--- src/rtl/padlock_seq.sv ---
// Sequential combination lock: digit-by-digit entry against a reprogrammable
// combination, with failed-attempt lockout and inactivity auto-relock.
module padlock_seq #(
    parameter int DIGIT_W        = 4,
    parameter int CODE_LEN       = 4,
    parameter logic [CODE_LEN*DIGIT_W-1:0] DEFAULT_CODE = 16'h1842,
    parameter int MAX_TRIES      = 3,
    parameter int LOCKOUT_CYCLES = 16,
    parameter int IDLE_CYCLES    = 32
) (
    input  logic                           clk,
    input  logic                           reset,
    input  logic                           code_valid,
    input  logic [DIGIT_W-1:0]             code,
    input  logic                           prog_en,
    input  logic                           relock,
    output logic                           unlock,
    output logic                           err,
    output logic                           locked_out,
    output logic                           prog_done,
    output logic [$clog2(MAX_TRIES+1)-1:0] attempts_left
);
    localparam int IW   = $clog2(CODE_LEN);
    localparam int AW   = $clog2(MAX_TRIES+1);
    localparam int TMAX = (IDLE_CYCLES > LOCKOUT_CYCLES) ? IDLE_CYCLES : LOCKOUT_CYCLES;
    localparam int TW   = $clog2(TMAX+1);

    typedef enum logic [1:0] {ENTRY, UNLOCKED, PROG, LOCKOUT} state_t;

    state_t                             state_q, state_d;
    logic [IW-1:0]                      idx_q, idx_d;
    logic                               mis_q, mis_d;
    logic [CODE_LEN-1:0][DIGIT_W-1:0]   combo_q, combo_d, shadow_q, shadow_d;
    logic [AW-1:0]                      att_d;
    logic [TW-1:0]                      timer_q, timer_d;
    logic                               fail, commit, last, idle_hit, lock_hit;
    logic                               unlock_d, err_d, locked_d, done_d;

    assign last     = (idx_q == IW'(CODE_LEN-1));
    // a digit arriving in the expiry cycle wins, so expiry requires no strobe
    assign idle_hit = (state_q != LOCKOUT) && !code_valid && (timer_q == TW'(IDLE_CYCLES-1));
    assign lock_hit = (state_q == LOCKOUT) && (timer_q == TW'(LOCKOUT_CYCLES-1));

    always_ff @(posedge clk or negedge reset) begin
        if (!reset) begin
            state_q       <= ENTRY;
            idx_q         <= '0;
            mis_q         <= 1'b0;
            combo_q       <= DEFAULT_CODE;
            shadow_q      <= '0;
            attempts_left <= AW'(MAX_TRIES);
            timer_q       <= '0;
            unlock        <= 1'b0;
            err           <= 1'b0;
            locked_out    <= 1'b0;
            prog_done     <= 1'b0;
        end else begin
            state_q       <= state_d;
            idx_q         <= idx_d;
            mis_q         <= mis_d;
            combo_q       <= combo_d;
            shadow_q      <= shadow_d;
            attempts_left <= att_d;
            timer_q       <= timer_d;
            unlock        <= unlock_d;
            err           <= err_d;
            locked_out    <= locked_d;
            prog_done     <= done_d;
        end
    end

    always_comb begin
        state_d  = state_q;
        idx_d    = idx_q;
        mis_d    = mis_q;
        combo_d  = combo_q;
        shadow_d = shadow_q;
        att_d    = attempts_left;
        fail     = 1'b0;
        commit   = 1'b0;
        case (state_q)
            ENTRY: begin
                if (relock || idle_hit) begin
                    idx_d = '0;
                    mis_d = 1'b0;
                end else if (code_valid) begin
                    // every digit is consumed so timing never reveals the bad one
                    if (last) begin
                        idx_d = '0;
                        mis_d = 1'b0;
                        if (mis_q || (code != combo_q[idx_q])) begin
                            fail  = 1'b1;
                            att_d = attempts_left - 1'b1;
                            if (attempts_left == AW'(1)) state_d = LOCKOUT;
                        end else begin
                            state_d = UNLOCKED;
                            att_d   = AW'(MAX_TRIES);
                        end
                    end else begin
                        idx_d = idx_q + 1'b1;
                        mis_d = mis_q | (code != combo_q[idx_q]);
                    end
                end
            end
            UNLOCKED: begin
                if (relock || idle_hit) begin
                    state_d = ENTRY;
                end else if (code_valid && prog_en) begin
                    shadow_d[0] = code;
                    idx_d       = IW'(1);
                    state_d     = PROG;
                end
            end
            PROG: begin
                if (relock || idle_hit) begin
                    state_d = ENTRY;
                    idx_d   = '0;
                end else if (!prog_en) begin
                    state_d = UNLOCKED;
                    idx_d   = '0;
                end else if (code_valid) begin
                    shadow_d[idx_q] = code;
                    if (last) begin
                        combo_d = shadow_d;
                        commit  = 1'b1;
                        state_d = UNLOCKED;
                        idx_d   = '0;
                    end else begin
                        idx_d = idx_q + 1'b1;
                    end
                end
            end
            LOCKOUT: begin
                if (lock_hit) begin
                    state_d = ENTRY;
                    att_d   = AW'(MAX_TRIES);
                end
            end
            default: state_d = ENTRY;
        endcase
    end

    // one shared timer: idle count outside LOCKOUT, lockout duration inside it
    always_comb begin
        if ((state_d != state_q) || idle_hit || (code_valid && state_q != LOCKOUT))
            timer_d = '0;
        else
            timer_d = timer_q + 1'b1;
    end

    always_comb begin
        unlock_d = (state_d == UNLOCKED) || (state_d == PROG);
        locked_d = (state_d == LOCKOUT);
        err_d    = fail;
        done_d   = commit;
    end
endmodule

--- config.mk ---
export PLATFORM = sky130hd
export DESIGN_NAME = padlock_seq
export DESIGN_NICKNAME = d
export VERILOG_FILES = /design/src/rtl/padlock_seq.sv
export SDC_FILE = /design/constraint.sdc
export NUM_CORES = 1
export LEC_CHECK = 0
export ABC_AREA = 1
export BUFFER_PORTS_ARGS = -buffer_cell sky130_fd_sc_hd__buf_2
export CAP_MARGIN = 20
export CELL_PAD_IN_SITES_DETAIL_PLACEMENT = 1
export CELL_PAD_IN_SITES_GLOBAL_PLACEMENT = 2
export CORE_ASPECT_RATIO = 0.6
export CORE_UTILIZATION = 36
export CTS_CLUSTER_DIAMETER = 60
export DETAILED_ROUTE_END_ITERATION = 8
export GPL_ROUTABILITY_DRIVEN = 0
export PLACE_DENSITY_LB_ADDON = 0.05
export SLEW_MARGIN = 40
export SYNTH_ARGS = -nofsm -noshare
export SYNTH_HDL_FRONTEND = slang
export SYNTH_SLANG_ARGS = --single-unit
--- constraint.sdc ---
create_clock -name clk -period 2.6 [get_ports clk]
set_input_delay 0.13 -clock clk [delete_from_list [all_inputs] [get_ports clk]]
set_output_delay 0.13 -clock clk [all_outputs]
set_load 0.01 [all_outputs]
==> impl_metrics.py <==
metrics = {
    "drt": {
        "drc": 4,
        "avgViaCountPerCell": 5.09,
        "wl_per_cell_um": 15.8,
        "first_pass_iters": 6,
        "drtIter0Drc": 79,
        "ant_nets": 0,
        "wirelength_um": 6920,
        "vias": 2233,
    },
    "power": {
        "sw_frac_of_total_pct": 42.5,
        "p_switching_mw": 1.28,
        "vdd_ir_drop_max_uv": 349,
        "pwr_density_cell_nw_per_um2": 1040,
        "pwr-share-seq_pct": 36.7,
        "p_int_mw": 1.73,
        "p_leak_nw": 1.46,
        "clkPwrFrac_pct": 21.3,
        "power_frac_comb_pct": 41.9,
        "power_mw": 3.01,
    },
    "setup_path": {
        "worstSetupStartpointType": "flip-flop",
        "r2r_slack_ns": 0.35,
        "arrival_ns": 2.45,
        "crit_type": "flip-flop to flip-flop",
        "crit_start": "state_q[0]",
        "required_ns": 2.80,
        "reg2regPathDepth": 7,
        "worstPathMaxFanout": 8,
        "reg2reg_to": "shadow_q[0]",
        "cp-end-kind": "flip-flop",
        "endpoint": "shadow_q[0]",
        "r2r-start": "state_q[0]",
    },
    "timing": {
        "finalSetupViolCount": 0,
        "period_minus_slack_ns": 2.25,
        "finClkSkew_ns": 0.00378,
        "finalHoldViolations": 0,
        "whs_ns": 0.114,
        "fmax_mhz": 445,
        "slew_violations": 0,
        "post-route-period-util_pct": 86.4,
        "rsz0062_at_grt": "no",
        "tightest_slew_ns": 0.597,
        "fin_tns_setup_ns": 0,
        "slew_headroom_pct": 60.2,
    },
    "place": {
        "place_inst": 430,
        "dpl.hpwl_um": 5340,
        "io_buffers": 14,
    },
    "finish": {
        "drive_gt1_share_pct": 16.2,
        "areaGrowthSynthToFinish_pct": 13.3,
        "final_cell_count_no_fill": 439,
        "final_net_count": 372,
        "fillers": 849,
        "regArea_um2": 1130,
        "num_antenna_cells": 0,
        "multi_input_area_um2": 1230,
    },
    "synth": {
        "synth_ff_type": "dfrtp_1",
        "yosysTopAreaCell": "dfrtp_1",
        "synth_nets": 351,
        "synth_edf_count": 0,
        "yosysTopAreaCellShare_pct": 38.0,
        "synth_cell_types": 30,
        "synth_commonest_cells": "nand2_1 (115), dfrtp_1 (39), inv_1 (39)",
        "postSynthCellCount": 330,
        "synth_async_sr_flop_share_pct": 100,
        "synth-seq-cells": 45,
        "syn_avg_cell_area_um2": 7.77,
        "synthTopCellsByArea": "dfrtp_1 (38%), nand2_1 (17%), dfstp_2 (6.1%), ha_1 (5.9%), inv_1 (5.7%)",
        "syn_area_um2": 2560,
        "yosysSeqAreaShare_pct": 44.2,
        "synth_most_common_cell": "nand2_1",
        "yosysWarnings": 0,
    },
    "min_path": {
        "hold_path_class": "input pin to flip-flop",
    },
    "clocking": {
        "post_cts_buffers": 0,
        "cts_tree": "yes",
        "clk_latency_ns": 0.29,
        "numCtsBuffers": 5,
        "cts-resized-gates": 0,
        "path_clk_slew_ns": 0.06,
        "ctsRootBufferMaster": "clkbuf_16",
        "clk_path_buf_depth": 2,
        "cts_sinks": 45,
        "cts_hold_buf": 1,
        "htreeDepth": 2,
    },
    "floorplan": {
        "initial_core_util_pct": 37.8,
        "dieArea_um2": 7480,
        "rows": 23,
        "die_w_um": 111,
        "dieHeight_um": 67.4,
        "pin_count": 15,
        "core_area_um2": 6790,
    },
    "grt": {
        "grt_pass1_vias": 2228,
        "grt_pass1_wl_um": 11700,
        "grt_usage_pct": 20.8,
        "grt_max_degree": 25,
        "grt_overflow": 0,
        "antenna_found_initial": 0,
    },
    "outcome": {
        "status": "finished, violations left",
        "violations": "DRC",
    },
    "flow_run": {
        "maxCapViolCount": 0,
    },
}
[metal layers]
metal  wire (µm)  track usage [%]  vias to the layer above
met1        4020             33.1                     1097
met2        2520             27.3                       39
met5           0                0                        -
met4          65             5.65                        0
met3         310             4.04                        7
li1            -                -                     1090
[cell families (layout without fill, tap and decap cells)]
| logic type | count (synthesis) | after routing | share of synthesized area (%) |
|---|---|---|---|
| AO/OA/AOI/OAI | 52 | 52 | 12.1 |
| XOR/XNOR | 4 | 4 | 1.37 |
| adder cells (fa/ha/maj) | 12 | 12 | 5.85 |
| buffers and inverters | 51 | 73 | 7.85 |
| flip-flops | 45 | 45 | 44.2 |
| AND/OR/NAND/NOR | 166 | 166 | 28.6 |
[critical path, stage by stage, from the launching register on]
cell and delay (ns):
dfrtp_1 0.49, ha_1 0.27, inv_1 0.14, a31oi_4 0.33, inv_1 0.15, a211oi_2 0.50
o211ai_1 0.16, o21ai_0 0.12
[sequential cells by signal, indices dropped and copies added, names as in the netlist]
| signal | flops |
|---|---|
| attempts_left | 2 |
| locked_out | 1 |
| err | 1 |
| combo_q | 16 |
| unlock | 1 |
| shadow_q | 12 |
| prog_done | 1 |
| state_q | 2 |
| timer_q | 6 |
| idx_q | 2 |
| mis_q | 1 |
[placed cells by master (no fill, tap or decap), types with 2 or more instances in the layout]
cell type,instances
nand2_2,3
o21a_1,3
nor2_4,2
xnor2_1,2
nand3_1,14
inv_1,39
nand2_1,115
nor3_1,3
nor2_2,8
inv_2,5
nand3_2,3
dfrtp_1,39
nand4_1,5
nor2_1,10
o211ai_1,6
buf_4,5
dfstp_2,6
o21ai_0,29
nand3b_1,2
xor2_1,2
a21oi_1,10
clkbuf_16,5
ha_1,12
buf_2,14
[how the worst min path moves through the flow]
stage | startpoint | end | slack, ns | depth (start not counted)
after floorplan | reset | combo_q[0] | -0.17 | 0
final | code[0] | combo_q[12] | 0.11 | 3
after detailed placement | reset | shadow_q[11] | 0.15 | 1
after CTS | code[0] | combo_q[12] | 0.12 | 3
after global placement | reset | shadow_q[10] | 0.14 | 1
after global routing | code[0] | combo_q[12] | 0.13 | 3
[cell type report]
type	instances	area share, %
multi-input combinational	234	42.3
sequential	45	39.0
inverter	45	5.81
clock buffer	5	4.31
timing repair buffer	20	4.05
tap	87	3.75
clock inverter	3	0.732
[stage by stage]
stage | area (µm²) | util [%] | setup slack (ns)
floorplan | 2560 | - | 0.781
global placement | 2750 | 40.5 | 0.475
detailed placement | 2750 | 40.5 | 0.406
CTS | 2910 | 42.8 | 0.378
global route | 2910 | 42.8 | 0.168
finish | 2910 | 42.8 | 0.354
[power groups by stage]
stage	Combinational (mW)	Sequential (mW)	Clock (mW)
global route	1.46	1.13	0.688
CTS	1.27	1.11	0.662
floorplan	0.913	1.08	0
finish	1.26	1.10	0.642
detailed placement	1.25	1.12	0
global placement	1.26	1.11	0
(Power assumes the default switching activity.)
